`config.mk`:
```
export PLATFORM = sky130hd
export DESIGN_NAME = exec_sequencer
export DESIGN_NICKNAME = d
export VERILOG_FILES = /design/src/rtl/exec_sequencer.sv
export SDC_FILE = /design/constraint.sdc
export NUM_CORES = 1
export LEC_CHECK = 0
export ABC_AREA = 1
export CAP_MARGIN = 25
export CORE_UTILIZATION = 55
export CTS_CLUSTER_SIZE = 16
export DETAILED_ROUTE_END_ITERATION = 8
export DONT_BUFFER_PORTS = 1
export HOLD_SLACK_MARGIN = 0.06
export PLACE_DENSITY = 0.67
export SYNTH_ARGS = -nofsm -noshare
export SYNTH_HDL_FRONTEND = slang
export SYNTH_SLANG_ARGS = --single-unit
```
`constraint.sdc`:
```
create_clock -name clk -period 1.7 [get_ports clk]
set_input_delay 0.34 -clock clk [delete_from_list [all_inputs] [get_ports clk]]
set_output_delay 0.34 -clock clk [all_outputs]
set_load 0.01 [all_outputs]
```
`src/rtl/exec_sequencer.sv`:
```
// exec_sequencer: multi-cycle control FSM for the RISC_1 core.
// Steps IDLE -> FETCH -> DECODE -> EXEC -> [MEM] -> [WB] -> FETCH, latching the
// opcode (instr[31:25]) in FETCH and driving operand-select, PC, IR, data-memory
// and register-file controls as a Moore function of state and latched opcode.
//
// Optional feature: define EXEC_WATCHDOG_EN to abort a MEM wait after
// MEM_TIMEOUT cycles with mem_ready low (sets sticky timeout_err).
//
// Ports:
//   clk, rst        clock, synchronous active-high reset
//   start           leave IDLE (ignored elsewhere)
//   instr[31:0]     instruction word, opcode sampled in FETCH
//   mem_ready       data-memory completion, sampled in MEM
//   ir_load, pc_inc, pc_load                 IR / PC strobes
//   aluSrc, memRead, branch, aluOp[6:0]      operand-decider controls
//   memWrite, mem_req                        data-memory controls
//   regWrite                                 register-file write enable
//   busy, halted                             status
//   retired[RETIRE_W-1:0]                    completed-instruction count
//   timeout_err                              sticky MEM-timeout flag
module exec_sequencer #(
  parameter int unsigned MEM_TIMEOUT = 16,
  parameter int unsigned RETIRE_W    = 32
) (
  input  logic                clk,
  input  logic                rst,
  input  logic                start,
  input  logic [31:0]         instr,
  input  logic                mem_ready,
  output logic                ir_load,
  output logic                pc_inc,
  output logic                pc_load,
  output logic                aluSrc,
  output logic                memRead,
  output logic                memWrite,
  output logic                mem_req,
  output logic                branch,
  output logic                regWrite,
  output logic [6:0]          aluOp,
  output logic                busy,
  output logic                halted,
  output logic [RETIRE_W-1:0] retired,
  output logic                timeout_err
);

  typedef enum logic [2:0] {
    S_IDLE, S_FETCH, S_DECODE, S_EXEC, S_MEM, S_WB, S_HALT
  } state_t;

  localparam logic [6:0] OP_LW    = 7'b1000000;
  localparam logic [6:0] OP_SW    = 7'b1000001;
  localparam logic [6:0] OP_HALT  = 7'b1111111;
  localparam logic [6:0] SW_ALUOP = 7'b0110001;

  state_t     state, state_nxt;
  logic [6:0] op;
  logic       is_itype, is_lw, is_sw, is_halt, is_jump;
  logic [6:0] exec_op;
  logic       retire;
  logic       wd_fire;
  logic       unused_instr;

  assign unused_instr = ^instr[24:0];

  always_comb begin
    is_itype = op inside {7'b0000100, 7'b0000101, 7'b0100000, 7'b0100001, 7'b0100100};
    is_lw    = (op == OP_LW);
    is_sw    = (op == OP_SW);
    is_halt  = (op == OP_HALT);
    is_jump  = (op[6:5] == 2'b11) && !is_halt;
    // Stores present the address-offset operation so the decider picks the offset.
    exec_op  = is_sw ? SW_ALUOP : op;
  end

`ifdef EXEC_WATCHDOG_EN
  localparam int unsigned WD_W = (MEM_TIMEOUT < 2) ? 1 : $clog2(MEM_TIMEOUT + 1);
  logic [WD_W-1:0] wd_cnt;
  logic            timeout_q;

  // Fires on the stall cycle that brings the count up to MEM_TIMEOUT;
  // mem_ready in that same cycle takes priority.
  assign wd_fire     = (state == S_MEM) && !mem_ready && (wd_cnt == WD_W'(MEM_TIMEOUT - 1));
  assign timeout_err = timeout_q;

  always_ff @(posedge clk) begin
    if (rst) begin
      wd_cnt    <= '0;
      timeout_q <= 1'b0;
    end else begin
      // MEM is only entered from EXEC, so clearing in EXEC restarts each wait.
      if (state == S_EXEC)
        wd_cnt <= '0;
      else if (state == S_MEM && !mem_ready)
        wd_cnt <= wd_cnt + WD_W'(1);
      if (wd_fire)
        timeout_q <= 1'b1;
    end
  end
`else
  assign wd_fire     = 1'b0;
  assign timeout_err = 1'b0;
`endif

  always_ff @(posedge clk) begin
    if (rst) begin
      state   <= S_IDLE;
      op      <= '0;
      retired <= '0;
    end else begin
      state <= state_nxt;
      if (state == S_FETCH)
        op <= instr[31:25];
      if (retire)
        retired <= retired + RETIRE_W'(1);
    end
  end

  always_comb begin
    state_nxt = state;
    ir_load   = 1'b0;
    pc_inc    = 1'b0;
    pc_load   = 1'b0;
    aluSrc    = 1'b0;
    memRead   = 1'b0;
    memWrite  = 1'b0;
    mem_req   = 1'b0;
    branch    = 1'b0;
    regWrite  = 1'b0;
    aluOp     = '0;
    retire    = 1'b0;
    busy      = (state != S_IDLE) && (state != S_HALT);
    halted    = (state == S_HALT);
    case (state)
      S_IDLE: begin
        if (start) state_nxt = S_FETCH;
      end
      S_FETCH: begin
        ir_load   = 1'b1;
        pc_inc    = 1'b1;
        state_nxt = S_DECODE;
      end
      S_DECODE: begin
        state_nxt = is_halt ? S_HALT : S_EXEC;
      end
      S_EXEC: begin
        aluOp   = exec_op;
        aluSrc  = is_itype;
        memRead = is_lw;
        branch  = is_jump;
        pc_load = is_jump;
        if (is_jump) begin
          retire    = 1'b1;
          state_nxt = S_FETCH;
        end else if (is_lw || is_sw) begin
          state_nxt = S_MEM;
        end else begin
          state_nxt = S_WB;
        end
      end
      S_MEM: begin
        aluOp    = exec_op;
        mem_req  = 1'b1;
        memRead  = is_lw;
        memWrite = is_sw;
        if (mem_ready) begin
          retire    = is_sw;
          state_nxt = is_lw ? S_WB : S_FETCH;
        end else if (wd_fire) begin
          state_nxt = S_FETCH;
        end
      end
      S_WB: begin
        regWrite  = 1'b1;
        aluOp     = op;
        aluSrc    = is_itype;
        retire    = 1'b1;
        state_nxt = S_FETCH;
      end
      S_HALT: begin
        state_nxt = S_HALT;
      end
      default: state_nxt = S_IDLE;
    endcase
  end

endmodule

```
==> flow_results.xml, run 1 <==
<?xml version="1.0" encoding="UTF-8"?>
<metrics>
  <group name="logic_synthesis">
    <metric name="post_synth_top_area_cell" unit="">sky130_fd_sc_hd__dfxtp_1</metric>
    <metric name="synth-compound-area-share" unit="%">11.3</metric>
    <metric name="synthesis_warnings" unit="">0</metric>
    <metric name="synthTopCellsByCount" unit="">126 x sky130_fd_sc_hd__nand2_1, 79 x sky130_fd_sc_hd__nor2_1, 45 x sky130_fd_sc_hd__a21oi_1</metric>
    <metric name="synth_top_family_by_area" unit="">simple AND/OR/NAND/NOR gates</metric>
    <metric name="yosysTopAreaCellShare" unit="%">31.8</metric>
    <metric name="synth_simple_gate_area_share" unit="%">43.7</metric>
    <metric name="syn-instance-count" unit="">436</metric>
    <metric name="synth.most_common_cell" unit="">sky130_fd_sc_hd__nand2_1</metric>
    <metric name="synth_adder_area_share" unit="%">0.473</metric>
    <metric name="ys_ff_latch" unit="">42</metric>
    <metric name="synth-edff-count" unit="">0</metric>
    <metric name="synth.area.top_cells" unit="">sky130_fd_sc_hd__dfxtp_1 32%, sky130_fd_sc_hd__nand2_1 18%, sky130_fd_sc_hd__nor2_1 11%</metric>
    <metric name="yosysSeqAreaShare" unit="%">31.8</metric>
    <metric name="postSynth.topFlopCell" unit="">sky130_fd_sc_hd__dfxtp_1</metric>
    <metric name="mappedNetlistNets" unit="">473</metric>
    <metric name="synthesized_cell_area" unit="sq mm">0.00264</metric>
    <metric name="async_flop_share" unit="%">0</metric>
    <metric name="synth_mux_area_share" unit="%">0</metric>
    <metric name="synth_xor_area_share" unit="%">1.66</metric>
    <metric name="syn_area_per_cell" unit="sq um">6.06</metric>
    <metric name="yosys.cell_types.count" unit="">30</metric>
  </group>
  <group name="setup_path">
    <metric name="timing.critical_path.to_type" unit="">primary output</metric>
    <metric name="timing.critical_path.cells" unit="">inv_6, nand2_4, nor2_4, inv_2, nand2_4, nor2_4, nor2_2</metric>
    <metric name="cp_slowest_stage_delay" unit="ps">380</metric>
    <metric name="crit_path_start_kind" unit="">register</metric>
    <metric name="cpMaxStageDelayCell" unit="">sky130_fd_sc_hd__dfxtp_4</metric>
    <metric name="timing_worst_setup_path_type" unit="">register to primary output</metric>
    <metric name="cp_max_fo" unit="">7</metric>
    <metric name="critPathArrivalTime" unit="ps">1380</metric>
    <metric name="data_required_time_of_the_critical_path" unit="ps">1360</metric>
  </group>
  <group name="clock_tree">
    <metric name="clk_pin_slew" unit="ps">80</metric>
    <metric name="cts_root_buffer" unit="">sky130_fd_sc_hd__clkbuf_8</metric>
    <metric name="clock_sink_count" unit="">42</metric>
    <metric name="hold_buffer_count_at_cts" unit="">0</metric>
    <metric name="tritoncts.num_buffers" unit="">5</metric>
    <metric name="worstSkewPairLatency" unit="ps">300</metric>
    <metric name="cts_tree" unit="">yes</metric>
    <metric name="cts-htree-levels" unit="">2</metric>
    <metric name="clock_tree.buffer_depth" unit="">2</metric>
  </group>
  <group name="die">
    <metric name="design.die.area" unit="sq mm">0.00509</metric>
    <metric name="pin_count" unit="">87</metric>
    <metric name="die_height" unit="um">71.3</metric>
    <metric name="die_w" unit="um">71.3</metric>
    <metric name="fp.coreArea" unit="sq mm">0.00447</metric>
    <metric name="initial_utilization" unit="%">59.1</metric>
    <metric name="cell_rows" unit="">24</metric>
  </group>
  <group name="flow_run">
    <metric name="drv_cap" unit="">0</metric>
  </group>
  <group name="grt">
    <metric name="maximum_number_of_pins_on_one_net_before_global_route_repair" unit="">52</metric>
    <metric name="grt_usage" unit="%">27.9</metric>
    <metric name="grt_pass1_vias" unit="">2406</metric>
    <metric name="grt_remaining_overflow" unit="">0</metric>
    <metric name="grt_first_pass_wirelength" unit="mm">11.3</metric>
    <metric name="antenna_violations_before_repair" unit="">0</metric>
  </group>
  <group name="timing">
    <metric name="unrepaired_setup_endpoints_after_global_routing" unit="">true</metric>
    <metric name="worst_slack" unit="ps">-18.2</metric>
    <metric name="maxSlewViolCount" unit="">0</metric>
    <metric name="setup_viol_count_final" unit="">7</metric>
    <metric name="clock_skew" unit="ps">4.30</metric>
    <metric name="max_freq" unit="MHz">582</metric>
    <metric name="share_of_the_clock_period_used_by_the_worst_path" unit="%">101</metric>
    <metric name="minimum_period_implied_by_the_final_worst_setup_slack" unit="ps">1720</metric>
    <metric name="hold_violations" unit="">0</metric>
  </group>
  <group name="layout">
    <metric name="drive_above_1_share" unit="%">21.3</metric>
    <metric name="final_core_util" unit="%">71.0</metric>
    <metric name="final_nets" unit="">501</metric>
    <metric name="flow.area_growth_from_synthesis" unit="%">20.3</metric>
    <metric name="area_of_combinational_cells_with_multiple_inputs" unit="sq mm">0.00165</metric>
    <metric name="number_of_non_filler_instances_in_the_completed_layout" unit="">516</metric>
    <metric name="final-seq-area" unit="sq um">857</metric>
    <metric name="fillerInstances" unit="">403</metric>
    <metric name="num_antenna_cells" unit="">0</metric>
  </group>
  <group name="pwr">
    <metric name="total_power" unit="mW">2.13</metric>
    <metric name="power.leakage" unit="nW">1.19</metric>
    <metric name="vdd.ir_drop.worst" unit="mV">0.532</metric>
    <metric name="power_density" unit="mW/mm^2">671</metric>
  </group>
  <group name="placed_design">
    <metric name="port_bufs" unit="">0</metric>
    <metric name="placed_cells" unit="">500</metric>
    <metric name="dp_hpwl" unit="mm">4.83</metric>
    <metric name="place_worst_setup_slack" unit="ps">42.9</metric>
    <metric name="final_wtd_congestion" unit="">0.895</metric>
  </group>
  <group name="outcome">
    <metric name="run_status" unit="">complete, but fails checks</metric>
    <metric name="failing_checks" unit="">DRC, setup timing</metric>
  </group>
  <group name="routing">
    <metric name="routed-via-count" unit="">2817</metric>
    <metric name="first_pass_iters" unit="">7</metric>
    <metric name="drt_first_iter_violations" unit="">212</metric>
    <metric name="route.detailed.wl_per_inst" unit="um">13.7</metric>
    <metric name="route.antenna.remaining_nets" unit="">0</metric>
    <metric name="remaining_drc_errors" unit="">6</metric>
    <metric name="drt-vias-per-instance" unit="">5.46</metric>
    <metric name="routed_wirelength" unit="mm">7.09</metric>
  </group>
  <group name="worst_hold_path">
    <metric name="worstHoldPathType" unit="">input pin to register</metric>
  </group>
</metrics>
[sequential cells by signal (all words and copies together) (netlist names)]
register / flops
state: 3
retired: 32
op: 7
[stage by stage]
step | cell area [sq um] | TNS, ps | hold slack, ps
4_1_cts | 3050 | -47.7 | 90.2
2_1_floorplan | 2650 | 0 | 470
6_report | 3180 | -94.4 | 94.4
3_5_place_dp | 2820 | 0 | 408
3_3_place_gp | 2820 | 0 | 406
5_1_grt | 3180 | -559 | 79.1
[where the power goes]
part	switching, mW	internal, mW
clock	0.348	0.470
combinational	0.169	0.0876
sequential	0.0418	1.02
total	0.559	1.57
[area by class of cell]
cell class	count	area share, %
sequential	42	27.0
multi-input combinational	331	52.0
inverter	47	5.79
clock buffer	6	2.60
clock inverter	1	0.945
tap	52	2.05
timing repair buffer	37	9.69
[layout by cell type (no fill, tap or decap), types with 2 or more instances in the layout]
cell type and instances:
sky130_fd_sc_hd__xor2_1 5, sky130_fd_sc_hd__nor2_2 13, sky130_fd_sc_hd__clkbuf_8 6, sky130_fd_sc_hd__nand4_1 12, sky130_fd_sc_hd__o21ai_0 8, sky130_fd_sc_hd__nand2_1 122, sky130_fd_sc_hd__inv_1 39, sky130_fd_sc_hd__nand3_4 3
sky130_fd_sc_hd__dfxtp_4 3, sky130_fd_sc_hd__nand3_1 28, sky130_fd_sc_hd__inv_2 6, sky130_fd_sc_hd__nand2_2 3, sky130_fd_sc_hd__nor2_1 66, sky130_fd_sc_hd__nor2_4 9, sky130_fd_sc_hd__a21oi_2 5, sky130_fd_sc_hd__nor3_2 2
sky130_fd_sc_hd__buf_4 35, sky130_fd_sc_hd__dfxtp_2 4, sky130_fd_sc_hd__nand2_4 3, sky130_fd_sc_hd__dfxtp_1 35, sky130_fd_sc_hd__a21oi_1 42
[worst max-delay path: cells and delay by family (launching register included)]
kind          cells  cell delay, ps
buf+inv           2             130
flops             1             380
simple gates      5             570
[timing repair]
action / in CTS / in global routing
hold endpoints to repair: 0 / 0
pin swaps: 7 / 8
resized for setup: 26 / 26
endpoints found under the setup margin: 12 / 37
cloned: 0 / 1
buffers inserted: 5 / 3
[path summary, 6_finish.rpt]
| path | slack, ps | depth (start not counted) | endpoint | start |
|---|---|---|---|---|
| worst min-delay path | 90 | 1 | state[1]$_SDFFE_PP0P_ | rst |
| worst min register to register | 510 | 2 | op[0]$_SDFFE_PP0P_ | op[0]$_SDFFE_PP0P_ |
| worst max register to register | 140 | 8 | retired[5]$_SDFFE_PP0P_ | op[6]$_SDFFE_PP0P_ |
| worst max-delay path | -20 | 7 | aluOp[3] | state[1]$_SDFFE_PP0P_ |
[kinds of logic after synthesis]
kind of cell	after synthesis
other cells	1
buf+inv	63
flops	42
fa+ha+maj	1
compound gates	57
xor+xnor	5
simple gates	267
[layer usage]
layer  global-route usage [%]  part of all wire [%]  vias up  wire length [um]
li1                         -                     -     1433                 -
met1                     38.8                    45     1272              3180
met2                     43.0                    45       98              3220
met3                     6.61                   7.9       14               560
met4                     8.44                   1.8        0               126
met5                        0                     0        -                 0
No activity file was read; power rests on OpenSTA's default activity.
==> run 2, diff against run 1 <==
--- a/config.mk
+++ b/config.mk
@@ -7,12 +7,14 @@
 export LEC_CHECK = 0
 export ABC_AREA = 1
 export CAP_MARGIN = 25
+export CORE_MARGIN = 3
 export CORE_UTILIZATION = 55
 export CTS_CLUSTER_SIZE = 16
 export DETAILED_ROUTE_END_ITERATION = 8
 export DONT_BUFFER_PORTS = 1
 export HOLD_SLACK_MARGIN = 0.06
 export PLACE_DENSITY = 0.67
+export RECOVER_POWER = 50
 export SYNTH_ARGS = -nofsm -noshare
 export SYNTH_HDL_FRONTEND = slang
 export SYNTH_SLANG_ARGS = --single-unit
==> flow_results.xml, run 2 (same netlist as run 1, synthesis figures left out) <==
<?xml version="1.0" encoding="UTF-8"?>
<metrics>
  <group name="setup_path">
    <metric name="timing.critical_path.to_type" unit="">primary output</metric>
    <metric name="cpMaxStageDelayCell" unit="">sky130_fd_sc_hd__dfxtp_4</metric>
    <metric name="cp_max_fo" unit="">7</metric>
    <metric name="timing_worst_setup_path_type" unit="">register to primary output</metric>
    <metric name="worstPathBufferInverterCount" unit="">2</metric>
    <metric name="worst_r2r_path_depth" unit="">9</metric>
    <metric name="timing.critical_path.cells" unit="">inv_4, nand2_4, nor2_4, inv_2, nand2_4, nor2_4, nor2_2</metric>
    <metric name="critPathArrivalTime" unit="ps">1360</metric>
    <metric name="worst_path_dominant_cell_family" unit="">simple AND/OR/NAND/NOR gates</metric>
    <metric name="cp_slowest_stage_delay" unit="ps">380</metric>
    <metric name="crit_path_start_kind" unit="">register</metric>
    <metric name="data_required_time_of_the_critical_path" unit="ps">1360</metric>
    <metric name="cp.depth" unit="">7</metric>
  </group>
  <group name="grt">
    <metric name="grt_usage" unit="%">25.8</metric>
    <metric name="grt_pass1_vias" unit="">2468</metric>
    <metric name="maximum_number_of_pins_on_one_net_before_global_route_repair" unit="">52</metric>
    <metric name="antenna_violations_before_repair" unit="">0</metric>
    <metric name="grt_first_pass_wirelength" unit="mm">11.3</metric>
    <metric name="grt_remaining_overflow" unit="">0</metric>
  </group>
  <group name="die">
    <metric name="die_w" unit="um">75.3</metric>
    <metric name="die_height" unit="um">75.3</metric>
    <metric name="fp.coreArea" unit="sq mm">0.00450</metric>
    <metric name="initial_utilization" unit="%">58.7</metric>
    <metric name="cell_rows" unit="">24</metric>
    <metric name="pin_count" unit="">87</metric>
    <metric name="design.die.area" unit="sq mm">0.00567</metric>
  </group>
  <group name="worst_hold_path">
    <metric name="hold_depth" unit="">1</metric>
    <metric name="worstHoldPathType" unit="">input pin to register</metric>
  </group>
  <group name="clock_tree">
    <metric name="clock_sink_count" unit="">42</metric>
    <metric name="worstSkewPairLatency" unit="ps">300</metric>
    <metric name="clk_pin_slew" unit="ps">80</metric>
    <metric name="cts-htree-levels" unit="">2</metric>
    <metric name="clock_tree.buffer_depth" unit="">2</metric>
    <metric name="cts_root_buffer" unit="">sky130_fd_sc_hd__clkbuf_8</metric>
    <metric name="hold_buffer_count_at_cts" unit="">0</metric>
    <metric name="cts_tree" unit="">yes</metric>
    <metric name="tritoncts.num_buffers" unit="">5</metric>
  </group>
  <group name="placed_design">
    <metric name="final_wtd_congestion" unit="">0.924</metric>
    <metric name="placed_cells" unit="">504</metric>
    <metric name="dp_hpwl" unit="mm">5.10</metric>
    <metric name="port_bufs" unit="">0</metric>
  </group>
  <group name="pwr">
    <metric name="p_comb_share" unit="%">12.8</metric>
    <metric name="vdd.ir_drop.worst" unit="mV">0.456</metric>
    <metric name="sequentialPowerShare" unit="%">53.6</metric>
    <metric name="switching_share" unit="%">27.4</metric>
    <metric name="cell_internal_pwr" unit="mW">1.43</metric>
    <metric name="power.net_switching" unit="mW">0.540</metric>
    <metric name="power.leakage" unit="nW">1.12</metric>
    <metric name="p_clk_share" unit="%">33.7</metric>
    <metric name="power_density" unit="mW/mm^2">636</metric>
    <metric name="total_power" unit="mW">1.97</metric>
  </group>
  <group name="layout">
    <metric name="area_of_combinational_cells_with_multiple_inputs" unit="sq mm">0.00163</metric>
    <metric name="drive_above_1_share" unit="%">16.9</metric>
    <metric name="final_cell_mix" unit="">123 x sky130_fd_sc_hd__nand2_1, 68 x sky130_fd_sc_hd__nor2_1, 43 x sky130_fd_sc_hd__a21oi_1</metric>
    <metric name="final_core_util" unit="%">68.7</metric>
    <metric name="largest_register_ffs" unit="">32</metric>
    <metric name="num_antenna_cells" unit="">0</metric>
    <metric name="layout_commonest_cell" unit="">sky130_fd_sc_hd__nand2_1</metric>
    <metric name="fillerInstances" unit="">415</metric>
    <metric name="number_of_non_filler_instances_in_the_completed_layout" unit="">520</metric>
    <metric name="final-seq-area" unit="sq um">852</metric>
    <metric name="final_nets" unit="">504</metric>
    <metric name="flow.area_growth_from_synthesis" unit="%">17.1</metric>
    <metric name="largest_registers" unit="">retired x32, op x7, state x3</metric>
    <metric name="register_with_the_highest_flop_count" unit="">retired</metric>
  </group>
  <group name="routing">
    <metric name="remaining_drc_errors" unit="">0</metric>
    <metric name="routed-via-count" unit="">2871</metric>
    <metric name="drt_first_iter_violations" unit="">230</metric>
    <metric name="routed_wirelength" unit="mm">7.30</metric>
    <metric name="route.detailed.wl_per_inst" unit="um">14.0</metric>
    <metric name="first_pass_iters" unit="">4</metric>
    <metric name="route.antenna.remaining_nets" unit="">0</metric>
    <metric name="drt-vias-per-instance" unit="">5.52</metric>
  </group>
  <group name="timing">
    <metric name="clock_skew" unit="ps">7.96</metric>
    <metric name="setup_viol_count_final" unit="">0</metric>
    <metric name="share_of_the_clock_period_used_by_the_worst_path" unit="%">99.9</metric>
    <metric name="hold_violations" unit="">0</metric>
    <metric name="max_freq" unit="MHz">589</metric>
    <metric name="minimum_period_implied_by_the_final_worst_setup_slack" unit="ps">1700</metric>
    <metric name="unrepaired_setup_endpoints_after_global_routing" unit="">true</metric>
    <metric name="maxSlewViolCount" unit="">0</metric>
  </group>
  <group name="outcome">
    <metric name="run_status" unit="">complete, no violations</metric>
  </group>
  <group name="flow_run">
    <metric name="drv_cap" unit="">0</metric>
  </group>
</metrics>
==> run 2: changes by cell type in the layout (fill, tap and decap cells not counted), moves of 2 or more <==
cell / change
sky130_fd_sc_hd__buf_4: -14
sky130_fd_sc_hd__nor2_1: +2
sky130_fd_sc_hd__nor2_2: -2
sky130_fd_sc_hd__dfxtp_1: +2
sky130_fd_sc_hd__clkbuf_1: +17
sky130_fd_sc_hd__inv_4: +2
sky130_fd_sc_hd__inv_2: -2
==> run 2: layer usage <==
layer | track usage [%] | wire length, um | up-vias
li1 | - | - | 1462
met1 | 35.1 | 3240 | 1305
met2 | 42.3 | 3480 | 98
met3 | 5.15 | 510 | 6
met4 | 5.83 | 67 | 0
met5 | 0 | 0 | -
==> run 2: worst paths after layout <==
check,from,endpoint,slack (ps)
worst max-delay path,state[2]$_SDFFE_PP0P_,aluOp[1],0.9
worst min-delay path,rst,state[1]$_SDFFE_PP0P_,90
worst max register to register,retired[2]$_SDFFE_PP0P_,retired[23]$_SDFFE_PP0P_,120
worst min register to register,op[3]$_SDFFE_PP0P_,op[3]$_SDFFE_PP0P_,520
==> run 2: timing repair <==
action | 4_1_cts | 5_1_grt
resized for setup | 28 | 17
buffers inserted | 5 | 2
gates cloned | 0 | 1
endpoints found under the hold margin | 0 | 0
pin swaps | 7 | 7
endpoints found under the setup margin | 10 | 34
==> run 2: power groups by stage <==
stage          clock network [mW]  logic (mW)  registers (mW)
2_1_floorplan                   0       0.168            1.06
3_3_place_gp                    0       0.192            1.07
3_5_place_dp                    0       0.197            1.07
4_1_cts                     0.679       0.229            1.05
5_1_grt                     0.713       0.283            1.06
6_report                    0.663       0.252            1.05
==> run 2: area by class of cell <==
| cell class | instances | area share (%) |
|---|---|---|
| inverter | 47 | 5.94 |
| multi-input combinational | 331 | 52.7 |
| sequential | 42 | 27.5 |
| timing repair buffer | 40 | 8.73 |
| clock buffer | 7 | 2.79 |
| tap | 52 | 2.10 |
| clock inverter | 1 | 0.162 |
==> run 2: metrics by stage <==
stage,TNS [ps],instance area (sq um),setup slack (ps),hold WS [ps]
2_1_floorplan,0,2650,63.0,470
3_3_place_gp,0,2850,64.3,407
3_5_place_dp,0,2850,74.2,408
4_1_cts,-31.3,3070,-31.3,90.6
5_1_grt,-464,3100,-54.5,82.8
6_report,0,3100,0.890,95.0
==> run 3, diff against run 2 <==
==> constraint.sdc (replaced) <==
create_clock -name clk -period 2.1 [get_ports clk]
set_input_delay 0.42 -clock clk [delete_from_list [all_inputs] [get_ports clk]]
set_output_delay 0.42 -clock clk [all_outputs]
set_load 0.01 [all_outputs]
==> flow_results.xml, run 3 (same netlist as run 1, synthesis figures left out) <==
<?xml version="1.0" encoding="UTF-8"?>
<metrics>
  <group name="worst_hold_path">
    <metric name="worstHoldPathType" unit="">input pin to register</metric>
    <metric name="hold_depth" unit="">1</metric>
    <metric name="hold-path-endpoint" unit="">retired[0]$_SDFFE_PP0P_</metric>
    <metric name="hold_path.startpoint" unit="">rst</metric>
  </group>
  <group name="setup_path">
    <metric name="cpMaxStageDelayCell" unit="">sky130_fd_sc_hd__dfxtp_1</metric>
    <metric name="worst_path_dominant_cell_family" unit="">simple AND/OR/NAND/NOR gates</metric>
    <metric name="rr_startpoint" unit="">state[1]$_SDFFE_PP0P_</metric>
    <metric name="timing.critical_path.cells" unit="">inv_2, nand2_2, nor2_4, inv_1, nand2_2, nor2_4, a211oi_2, buf_4</metric>
    <metric name="crit_path_start_kind" unit="">register</metric>
    <metric name="cp_max_fo" unit="">7</metric>
    <metric name="timing_worst_setup_path_type" unit="">register to primary output</metric>
    <metric name="reg2reg_slack" unit="ps">220</metric>
    <metric name="critPathArrivalTime" unit="ps">1570</metric>
    <metric name="worst_r2r_path_depth" unit="">10</metric>
    <metric name="worstPathBufferInverterCount" unit="">3</metric>
    <metric name="r2r_end" unit="">retired[25]$_SDFFE_PP0P_</metric>
    <metric name="timing.critical_path.to_type" unit="">primary output</metric>
    <metric name="cp_slowest_stage_delay" unit="ps">340</metric>
    <metric name="data_required_time_of_the_critical_path" unit="ps">1680</metric>
  </group>
  <group name="timing">
    <metric name="clock_skew" unit="ps">3.19</metric>
    <metric name="setup_viol_count_final" unit="">0</metric>
    <metric name="maxSlewViolCount" unit="">0</metric>
    <metric name="fin_tns_setup" unit="ps">0</metric>
    <metric name="share_of_the_clock_period_used_by_the_worst_path" unit="%">94.8</metric>
    <metric name="minimum_period_implied_by_the_final_worst_setup_slack" unit="ps">1990</metric>
    <metric name="max_freq" unit="MHz">502</metric>
    <metric name="hold_violations" unit="">0</metric>
  </group>
  <group name="layout">
    <metric name="layout_commonest_cell" unit="">sky130_fd_sc_hd__nand2_1</metric>
    <metric name="final_core_util" unit="%">62.3</metric>
    <metric name="fillerInstances" unit="">482</metric>
    <metric name="final_cell_mix" unit="">124 x sky130_fd_sc_hd__nand2_1, 77 x sky130_fd_sc_hd__nor2_1, 45 x sky130_fd_sc_hd__a21oi_1</metric>
    <metric name="num_antenna_cells" unit="">0</metric>
    <metric name="flow.area_growth_from_synthesis" unit="%">6.11</metric>
    <metric name="largest_registers" unit="">retired x32, op x7, state x3</metric>
    <metric name="drive_above_1_share" unit="%">9.15</metric>
    <metric name="register_with_the_highest_flop_count" unit="">retired</metric>
    <metric name="largest_register_ffs" unit="">32</metric>
    <metric name="final_nets" unit="">473</metric>
  </group>
  <group name="die">
    <metric name="initial_utilization" unit="%">58.7</metric>
    <metric name="die_w" unit="um">75.3</metric>
    <metric name="pin_count" unit="">87</metric>
    <metric name="cell_rows" unit="">24</metric>
    <metric name="fp.coreArea" unit="sq mm">0.00450</metric>
    <metric name="design.die.area" unit="sq mm">0.00567</metric>
    <metric name="die_height" unit="um">75.3</metric>
  </group>
  <group name="clock_tree">
    <metric name="hold_buffer_count_at_cts" unit="">0</metric>
    <metric name="tritoncts.num_buffers" unit="">5</metric>
    <metric name="clk_pin_slew" unit="ps">80</metric>
    <metric name="cts-htree-levels" unit="">2</metric>
    <metric name="worstSkewPairLatency" unit="ps">290</metric>
    <metric name="clock_tree.buffer_depth" unit="">2</metric>
    <metric name="clock_sink_count" unit="">42</metric>
    <metric name="cts_tree" unit="">yes</metric>
    <metric name="postCtsSetupBuffers" unit="">0</metric>
    <metric name="cts_root_buffer" unit="">sky130_fd_sc_hd__clkbuf_8</metric>
  </group>
  <group name="routing">
    <metric name="routed-via-count" unit="">2616</metric>
    <metric name="drt_first_iter_violations" unit="">144</metric>
    <metric name="first_pass_iters" unit="">4</metric>
    <metric name="route.detailed.wl_per_inst" unit="um">12.8</metric>
    <metric name="remaining_drc_errors" unit="">0</metric>
    <metric name="route.antenna.remaining_nets" unit="">0</metric>
    <metric name="drt-vias-per-instance" unit="">5.35</metric>
    <metric name="routed_wirelength" unit="mm">6.25</metric>
  </group>
  <group name="grt">
    <metric name="grt_usage" unit="%">23.0</metric>
    <metric name="grt_first_pass_wirelength" unit="mm">10.3</metric>
    <metric name="maximum_number_of_pins_on_one_net_before_global_route_repair" unit="">52</metric>
    <metric name="antenna_violations_before_repair" unit="">0</metric>
    <metric name="grt_remaining_overflow" unit="">0</metric>
    <metric name="grt_pass1_vias" unit="">2242</metric>
  </group>
  <group name="flow_run">
    <metric name="drv_cap" unit="">0</metric>
  </group>
  <group name="placed_design">
    <metric name="final_wtd_congestion" unit="">0.877</metric>
    <metric name="port_bufs" unit="">0</metric>
    <metric name="dp_hpwl" unit="mm">4.66</metric>
  </group>
  <group name="pwr">
    <metric name="power.leakage" unit="nW">1.01</metric>
    <metric name="vdd.ir_drop.worst" unit="mV">0.368</metric>
    <metric name="power_density" unit="mW/mm^2">585</metric>
  </group>
  <group name="outcome">
    <metric name="run_status" unit="">complete, no violations</metric>
  </group>
</metrics>
## run 3: changes by cell type in the layout (fill, tap and decap cells not counted), moves of 6 or more
cell | before | now
sky130_fd_sc_hd__buf_4 | 21 | 7
sky130_fd_sc_hd__nor2_2 | 11 | 5
sky130_fd_sc_hd__clkbuf_1 | 17 | 4
sky130_fd_sc_hd__nor2_1 | 68 | 77
## run 3: what timing repair did
item,4_1_cts,5_1_grt
endpoints found under the setup margin,1,5
resized for setup,3,11
pin swaps,0,3
## run 3: worst register-to-register path: stages (launching register included)
cell and delay, ps:
sky130_fd_sc_hd__dfxtp_2 350, sky130_fd_sc_hd__inv_4 70, sky130_fd_sc_hd__nand2_2 90, sky130_fd_sc_hd__nor2_4 120, sky130_fd_sc_hd__clkbuf_1 270, sky130_fd_sc_hd__nand3_4 120
sky130_fd_sc_hd__nand3_4 60, sky130_fd_sc_hd__buf_4 430, sky130_fd_sc_hd__nand3_1 140, sky130_fd_sc_hd__nand2_1 90, sky130_fd_sc_hd__nor2_1 40
## run 3: power breakdown
group / internal (mW) / leakage, nW / switching [mW]
clock: 0.356 / 0.0524 / 0.275
sequential: 0.822 / 0.341 / 0.0285
combinational: 0.0505 / 0.614 / 0.110
total: 1.23 / 1.01 / 0.413
## run 3: how the worst max path moves through the flow
stage                          startpoint       end  slack (ps)  depth (start not counted)
floorplan           state[1]$_SDFFE_PP0P_  aluOp[6]         300                          6
global placement    state[0]$_SDFFE_PP0P_  aluOp[6]         260                          7
detailed placement  state[1]$_SDFFE_PP0P_  aluOp[6]         260                          8
CTS                 state[0]$_SDFFE_PP0P_  aluOp[6]          40                          7
global route        state[1]$_SDFFE_PP0P_  aluOp[6]          -2                          8
finish              state[2]$_SDFFE_PP0P_  aluOp[6]         110                          8
## run 3: metrics by stage
stage	area (sq um)	power (mW)	setup slack (ps)	hold WS [ps]	std cells
after CTS	2780	1.65	43.4	167	489
after global routing	2800	1.71	-2.03	163	489
after detailed placement	2660	1.02	263	488	481
after global placement	2660	1.01	263	487	481
after floorplan	2640	0.996	295	470	436
final	2800	1.64	109	184	489
## run 3: final cells by class
cell class	count	area, sq um	area share [%]
Sequential cell	42	843	30.1
Clock inverter	1	30.0	1.07
Tap cell	52	65.1	2.32
Inverter	47	181	6.47
Multi-Input combinational cell	331	1550	55.2
Timing Repair Buffer	9	60.1	2.14
Clock buffer	7	76.3	2.72
## run 3: routing by layer
layer  up-vias  wire, um  track usage [%]
met1      1141      2980             31.1
met5         -         0                0
met2        77      2720             35.5
met3        11       454             7.12
met4         0        90             6.21
li1       1387         -                -
